$ cat src/rtl/multicycle_ctrl.sv
// Multi-cycle control FSM for the RV32I core: fetch, decode, execute, memory, write-back.
// All outputs are registered; strobes are set on entry to the state in which they are valid.
module multicycle_ctrl #(
  parameter int unsigned ACK_TIMEOUT = 255
) (
  input  logic        clk,
  input  logic        rst_n,
  output logic        imem_req_o,
  input  logic        imem_ack_in,
  input  logic [31:0] imem_rdata_in,
  output logic [31:0] instr_o,
  output logic [2:0]  imm_type_o,
  output logic        alu_src_a_o,
  output logic        alu_src_b_o,
  input  logic        branch_taken_in,
  output logic        dmem_req_o,
  output logic        dmem_we_o,
  input  logic        dmem_ack_in,
  output logic        reg_we_o,
  output logic [1:0]  wb_sel_o,
  output logic        pc_we_o,
  output logic [1:0]  pc_src_o,
  output logic        illegal_o,
  output logic        bus_err_o,
  output logic [2:0]  state_o
);

  // Handshake: a request stays high until the cycle its ack is seen; an ack
  // sampled while the matching request is low has no effect.

  typedef enum logic [2:0] {
    S_FETCH  = 3'd0,
    S_DECODE = 3'd1,
    S_EXEC   = 3'd2,
    S_MEM    = 3'd3,
    S_WB     = 3'd4,
    S_TRAP   = 3'd5
  } state_t;

  localparam logic [6:0] OP_R      = 7'b0110011;
  localparam logic [6:0] OP_IMM    = 7'b0010011;
  localparam logic [6:0] OP_LOAD   = 7'b0000011;
  localparam logic [6:0] OP_JALR   = 7'b1100111;
  localparam logic [6:0] OP_STORE  = 7'b0100011;
  localparam logic [6:0] OP_BRANCH = 7'b1100011;
  localparam logic [6:0] OP_LUI    = 7'b0110111;
  localparam logic [6:0] OP_AUIPC  = 7'b0010111;
  localparam logic [6:0] OP_JAL    = 7'b1101111;

  localparam logic [2:0] IMM_R = 3'b000;
  localparam logic [2:0] IMM_I = 3'b001;
  localparam logic [2:0] IMM_B = 3'b011;
  localparam logic [2:0] IMM_U = 3'b100;
  localparam logic [2:0] IMM_J = 3'b101;
  localparam logic [2:0] IMM_S = 3'b110;

  localparam logic [16:0] TIMEOUT_LIMIT = 17'(ACK_TIMEOUT);

  state_t      state;
  logic [15:0] wait_cnt;
  logic [16:0] wait_next;
  logic        wait_expired;
  logic [6:0]  opcode;
  logic        rd_nonzero;

  logic is_load, is_store, is_branch, is_jal, is_jalr, is_lui, is_auipc, is_op, is_op_imm;
  logic is_legal;

  assign opcode       = instr_o[6:0];
  assign rd_nonzero   = (instr_o[11:7] != 5'd0);
  assign wait_next    = {1'b0, wait_cnt} + 17'd1;
  // This cycle is the last one allowed before a missing ack becomes a trap.
  assign wait_expired = (wait_next >= TIMEOUT_LIMIT);
  assign state_o      = state;

  always_comb begin
    is_load   = (opcode == OP_LOAD);
    is_store  = (opcode == OP_STORE);
    is_branch = (opcode == OP_BRANCH);
    is_jal    = (opcode == OP_JAL);
    is_jalr   = (opcode == OP_JALR);
    is_lui    = (opcode == OP_LUI);
    is_auipc  = (opcode == OP_AUIPC);
    is_op     = (opcode == OP_R);
    is_op_imm = (opcode == OP_IMM);
    is_legal  = is_load | is_store | is_branch | is_jal | is_jalr |
                is_lui | is_auipc | is_op | is_op_imm;
  end

  always_ff @(posedge clk or negedge rst_n) begin
    if (!rst_n) begin
      state       <= S_FETCH;
      instr_o     <= 32'h0000_0013;
      imem_req_o  <= 1'b0;
      dmem_req_o  <= 1'b0;
      dmem_we_o   <= 1'b0;
      imm_type_o  <= IMM_R;
      alu_src_a_o <= 1'b0;
      alu_src_b_o <= 1'b0;
      reg_we_o    <= 1'b0;
      wb_sel_o    <= 2'b00;
      pc_we_o     <= 1'b0;
      pc_src_o    <= 2'b00;
      illegal_o   <= 1'b0;
      bus_err_o   <= 1'b0;
      wait_cnt    <= 16'd0;
    end else begin
      reg_we_o <= 1'b0;
      pc_we_o  <= 1'b0;

      case (state)
        S_FETCH: begin
          if (!imem_req_o) begin
            // Only reached straight out of reset.
            imem_req_o <= 1'b1;
            wait_cnt   <= 16'd0;
          end else if (imem_ack_in) begin
            imem_req_o <= 1'b0;
            instr_o    <= imem_rdata_in;
            state      <= S_DECODE;
          end else if (wait_expired) begin
            imem_req_o <= 1'b0;
            bus_err_o  <= 1'b1;
            state      <= S_TRAP;
          end else begin
            wait_cnt <= wait_next[15:0];
          end
        end

        S_DECODE: begin
          if (!is_legal) begin
            illegal_o <= 1'b1;
            state     <= S_TRAP;
          end else begin
            state       <= S_EXEC;
            alu_src_a_o <= is_auipc;
            alu_src_b_o <= is_op_imm | is_load | is_store | is_auipc;
            if (is_op)                                imm_type_o <= IMM_R;
            else if (is_op_imm | is_load | is_jalr)   imm_type_o <= IMM_I;
            else if (is_store)                        imm_type_o <= IMM_S;
            else if (is_branch)                       imm_type_o <= IMM_B;
            else if (is_lui | is_auipc)               imm_type_o <= IMM_U;
            else                                      imm_type_o <= IMM_J;
            // Control transfers complete in EXEC, so their strobes go up now.
            if (is_branch) begin
              pc_we_o  <= 1'b1;
              pc_src_o <= branch_taken_in ? 2'b01 : 2'b00;
            end else if (is_jal | is_jalr) begin
              reg_we_o <= rd_nonzero;
              wb_sel_o <= 2'b10;
              pc_we_o  <= 1'b1;
              pc_src_o <= is_jal ? 2'b01 : 2'b10;
            end
          end
        end

        S_EXEC: begin
          if (is_branch | is_jal | is_jalr) begin
            state      <= S_FETCH;
            imem_req_o <= 1'b1;
            wait_cnt   <= 16'd0;
          end else if (is_load | is_store) begin
            state      <= S_MEM;
            dmem_req_o <= 1'b1;
            dmem_we_o  <= is_store;
            wait_cnt   <= 16'd0;
          end else begin
            state    <= S_WB;
            reg_we_o <= rd_nonzero;
            pc_we_o  <= 1'b1;
            pc_src_o <= 2'b00;
            wb_sel_o <= is_lui ? 2'b11 : 2'b00;
          end
        end

        S_MEM: begin
          if (dmem_ack_in) begin
            dmem_req_o <= 1'b0;
            dmem_we_o  <= 1'b0;
            pc_we_o    <= 1'b1;
            pc_src_o   <= 2'b00;
            if (is_store) begin
              state      <= S_FETCH;
              imem_req_o <= 1'b1;
              wait_cnt   <= 16'd0;
            end else begin
              state    <= S_WB;
              reg_we_o <= rd_nonzero;
              wb_sel_o <= 2'b01;
            end
          end else if (wait_expired) begin
            dmem_req_o <= 1'b0;
            dmem_we_o  <= 1'b0;
            bus_err_o  <= 1'b1;
            state      <= S_TRAP;
          end else begin
            wait_cnt <= wait_next[15:0];
          end
        end

        S_WB: begin
          state      <= S_FETCH;
          imem_req_o <= 1'b1;
          wait_cnt   <= 16'd0;
        end

        S_TRAP: begin
          state      <= S_TRAP;
          imem_req_o <= 1'b0;
          dmem_req_o <= 1'b0;
          dmem_we_o  <= 1'b0;
        end

        default: begin
          state <= S_TRAP;
        end
      endcase
    end
  end

endmodule

$ cat config.mk
export PLATFORM = sky130hd
export DESIGN_NAME = multicycle_ctrl
export DESIGN_NICKNAME = d
export VERILOG_FILES = /design/src/rtl/multicycle_ctrl.sv
export SDC_FILE = /design/constraint.sdc
export NUM_CORES = 1
export LEC_CHECK = 0
export BUFFER_PORTS_ARGS = -buffer_cell sky130_fd_sc_hd__buf_2
export CORE_ASPECT_RATIO = 1.2
export CORE_UTILIZATION = 48
export CTS_BUF_LIST = sky130_fd_sc_hd__clkbuf_16
export CTS_CLUSTER_DIAMETER = 120
export DETAILED_ROUTE_END_ITERATION = 8
export PLACE_DENSITY = 0.76
export SYNTH_ARGS = -nofsm -noshare
export SYNTH_HDL_FRONTEND = slang
export SYNTH_SLANG_ARGS = --single-unit
$ cat constraint.sdc
create_clock -name clk -period 2.3 [get_ports clk]
set_input_delay 0.23 -clock clk [delete_from_list [all_inputs] [get_ports clk]]
set_output_delay 0.23 -clock clk [all_outputs]
set_load 0.03 [all_outputs]
Yosys cells after proc, flatten, opt, wreduce, memory -nomap -nowiden
Index checks and enable logic that the tools add are counted.
{ "word_totals": {"in_bits": 37, "word_cells": 157, "register_bits": 67, "output_inout_bits": 51} }
{ "op_classes": {"n_lt_le_gt_ge": 1, "n_eq_ne": 32, "n_mux": 75, "reduce_logical": 16, "bitwise_logic": 17, "addsub": 1} }
{ "ops": {"columns": ["cell", "n"], "rows": [
  ["$mux 16", 7],
  ["$pmux 16 s4", 1],
  ["$mux 3", 12],
  ["$mux 1", 31],
  ["$mux 2", 15],
  ["$ne 2x2->1 const B", 13],
  ["$eq 7x6->1 const B", 3],
  ["$eq 7x7->1 const B", 3],
  ["$add 16x1->17 const B", 1],
  ["$ge 17x8->1 const B", 1],
  ["$or 1x1->1", 16],
  ["$reduce_and 4->1", 4],
  ["$ne 3x3->1 const B", 5],
  ["$pmux 3 s5", 1],
  ["$eq 7x5->1 const B", 2],
  ["$pmux 1 s3", 4],
  ["$pmux 2 s3", 2],
  ["$reduce_bool 5->1", 2],
  ["$reduce_and 8->1", 1],
  ["$eq 7x2->1 const B", 1],
  ["$eq 3x2->1 const B", 2],
  ["$eq 3x3->1 const B", 2],
  ["$reduce_and 6->1", 1],
  ["$reduce_bool 3->1", 2],
  ["9 further kinds", 10]
]} }

Depth between registers and ports, before layout
{ "logic_depth": {"depth_word": 11, "mapped_depth": 8, "mapped_depth_nobuf": 7} }

Worst setup path after synthesis
OpenSTA, ideal clock, no wires.
{ "synth_timing": {"path_kind": "register to register", "startpoint": "reg wait_cnt[0]", "endpoint": "reg wait_cnt[4]", "t_required_ns": 2.223, "stages_incl_launch_ff": 8, "slack_ns": 0.030, "synth_period_minus_slack_ns": 2.270, "t_arrival_ns": 2.193, "n_path_buf": 0, "setup_ns": 0.077, "path_cell_list": "dfrtp_1 > ha_1 > and3_4 > a21o_1 > a2111oi_4 > o21ai_2 > or4_1 > a21oi_1"} }
{ "synth_between": {"elab_chain_len": 6, "elab_cells_between_ends": 7, "classes_between": "1 x add/sub; 1 x order compare; 5 x mux"} }
{ "synth_lines": {"columns": ["element", "line", "rtl"], "rows": [
  ["from (decl)", "60", "logic [15:0] wait_cnt;"],
  ["from (signal assigned)", "126", "wait_cnt <= wait_next[15:0];"],
  ["from (signal assigned)", "197", "wait_cnt <= wait_next[15:0];"],
  ["$add 16x1->17 (*)", "71", "assign wait_next = {1'b0, wait_cnt} + 17'd1;"],
  ["$ge 17x8->1", "73", "assign wait_expired = (wait_next >= TIMEOUT_LIMIT);"],
  ["$mux 16 (*)", "121, 191", null],
  ["$mux 16", "117", "end else if (imem_ack_in) begin"],
  ["$mux 16", "113", "if (!imem_req_o) begin"],
  ["$pmux 16 s4 (*)", "111", "case (state)"]
]} }
Mark *: on every way between the ends. The rest lies on a longest branch, timed or not. The select of a mux whose other input is x is not followed.
A chain may end at the register's enable or synchronous reset.

Worst setup path in the final report
Same ends and word-level chain as after synthesis.

==> results.yml <==
placement:
  place_worst_setup_slack_ps: 13.4
  place.detailed.hpwl_um: 6230
  place_congestion: 0.896
  placedInstanceArea_sq_um: 4110
  numPortBuffers: 87
  place.detailed.instances: 564
floorplan:
  dieArea_sq_um: 7390
  boundaryPins: 88
  fp.coreArea_sq_um: 6810
  placement_rows: 33
  die_h_um: 94
  initial_core_util_pct: 49.7
  die_w_um: 78.7
synthesis:
  yosys-top-cells-count: "nand2_1 (115), dfrtp_1 (64), a21oi_1 (14), clkbuf_1 (14), nor2_1 (13)"
  yosys.area.top_type_share_pct: 47.3
  yosys_warnings: 0
  asyncSetResetFlopFracSynth_pct: 100
  synth_cells: 376
  yosysTopAreaCell: "dfrtp_1"
  synth.most_common_cell: "nand2_1"
  synth_top_flop_cell: "dfrtp_1"
  synth_edf_count: 0
  synth-seq-area-share_pct: 49.6
  postSynthRegisterBits: 67
  synthDistinctLibCells: 60
  syn_nets: 415
  synth.avg_cell_area_sq_um: 9.00
  netlist_top_cells_area: "dfrtp_1 (47%), nand2_1 (13%), dfstp_2 (2.3%), a21oi_1 (2.1%), nand4_1 (1.8%)"
  syn_area_sq_um: 3390
timing:
  hold_slack_ps: 94.6
  finalSetupViolations: 0
  final_hold_violations: 0
  report.final.slew_viol_count: 0
  fin_setup_tns_ps: 0
  skew_ps: 4.26
  period_share_pct: 96.3
  finalWorstPathRequiredPeriod_ps: 2210
  tightest_slew_ps: 566
  max_freq_mhz: 452
  max-slew-margin-rel_pct: 62.3
  post-route-worst-setup-slack_ps: 86.1
run:
  cap_violations: 0
routing:
  post-route-drc-count: 0
  vias: 3182
  wl_per_cell_um: 14.7
  drt_iter0_drc: 213
  drt_pass1_iterations: 4
  route.final.wire_length_um: 8600
  ant_nets: 0
  vias_per_cell: 5.44
worst_setup_path:
  cp_max_fo: 5
  kind_of_start_point_of_the_critical_path: "register"
  crit_arrival_ps: 2460
  critPathCaptureType: "register"
  setup.worst_path.class: "reg -> reg"
  cp_data_required_time_ps: 2540
pwr:
  design_power_total_mw: 2.41
  ir_drop_mv: 0.530
  power.static_leakage_nw: 2.42
  power_density_nw_per_um2: 541
global_routing:
  antenna_found_initial: 0
  grt_pass1_vias: 3090
  grt_max_degree: 35
  first_pass_grt_wire_length_um: 14600
  overflow: 0
  global_route.usage.total_pct: 25.5
final_layout:
  final_area_sq_um: 4460
  area_growth_from_synthesis_to_layout_pct: 31.6
  antenna-diode-count: 0
  finish.cell_count_without_fillers: 585
  drive_above_1_share_pct: 33.1
  fin_util_pct: 65.4
  nNetsFinal: 532
clock_tree:
  clock_latency_ps: 320
  clk_path_buf_depth: 2
  clkTransAtPathRegs_ps: 50
  number_of_h_tree_levels: 3
  tritoncts_clock_tree: "yes"
  clock_root_buffer_master: "clkbuf_16"
  cts_num_sinks: 67
  numCtsBuffers: 9
min_path:
  min_path_type: "in -> reg"
outcome:
  status: "complete, no violations"
-- worst max-delay path, cell delays in order (launching register included) --
cell,delay [ps]
dfrtp_1,380
ha_1,210
and3_4,200
a21o_1,200
a2111oi_4,330
o21ai_2,150
or4_1,510
a21oi_1,160
-- state kept, by name, summed over array words and instances, names as in the netlist, 2 cells and up --
name        cells
imm_type_o      3
wb_sel_o        2
state_o         3
instr_o        32
wait_cnt       16
pc_src_o        2
-- cells in the final DEF, fill, tap and decap left out, types with 6 or more instances in the layout --
master,n
a21oi_1,13
buf_2,87
nand2_1,115
buf_4,38
clkbuf_16,9
and3_1,8
nand4_1,10
nor3_1,8
mux2i_1,6
nand3_1,10
dfrtp_1,63
o21ai_0,10
inv_1,13
nor2_1,13
o31ai_1,6
-- report_power, final --
group | switching (mW) | internal, mW | total [mW]
Combinational | 0.0387 | 0.0300 | 0.0687
Sequential | 0.000910 | 1.18 | 1.18
Clock | 0.452 | 0.706 | 1.16
-- path summary, 6_finish.rpt --
check / cells after the start / startpoint / slack (ps) / endpoint
setup / recovery: 7 / wait_cnt[0] / 90 / wait_cnt[4]
min in group asynchronous: 2 / rst_n / 440 / instr_o[15]
max in group asynchronous: 3 / rst_n / 1160 / instr_o[4]
hold reg to reg: 2 / instr_o[18] / 470 / instr_o[18]
setup reg to reg: 7 / wait_cnt[0] / 90 / wait_cnt[4]
hold / removal: 3 / imem_rdata_in[4] / 90 / instr_o[4]
-- kinds of logic (layout without fill, tap and decap cells) --
family	after synthesis	count (layout)	synth area share, %
compound gates	62	62	13.5
xor+xnor	3	3	0.776
fa+ha+maj	2	2	0.739
buf+inv	31	153	4.06
flops	67	67	49.6
mux	11	11	3.44
simple gates	200	200	27.9
-- final cells by class --
cell class	instances	area (sq um)
repair buffers	127	751
clock buffers	9	225
clock inverters	7	30.0
inverters	10	37.5
multi-input cells	278	1620
flip-flops and latches	67	1680
well taps	87	109
fillers	567	2360
-- layer usage --
metal  part of all wire [%]  vias up  global-route usage [%]
met3                    6.0       16                    5.63
met5                      0        -                       0
li1                       -     1543                       -
met2                     50      109                    42.5
met4                    1.7        0                    10.2
met1                     43     1514                    32.0
-- timing repair --
action | CTS | global route
hold buffers | 1 | 0
endpoints found under the hold margin | 20 | 0
gates resized for setup | 0 | 11
pin swaps | 1 | 4
buffers inserted | 0 | 4
setup endpoints to repair | 1 | 17
Power figures use the tool's default switching activity.
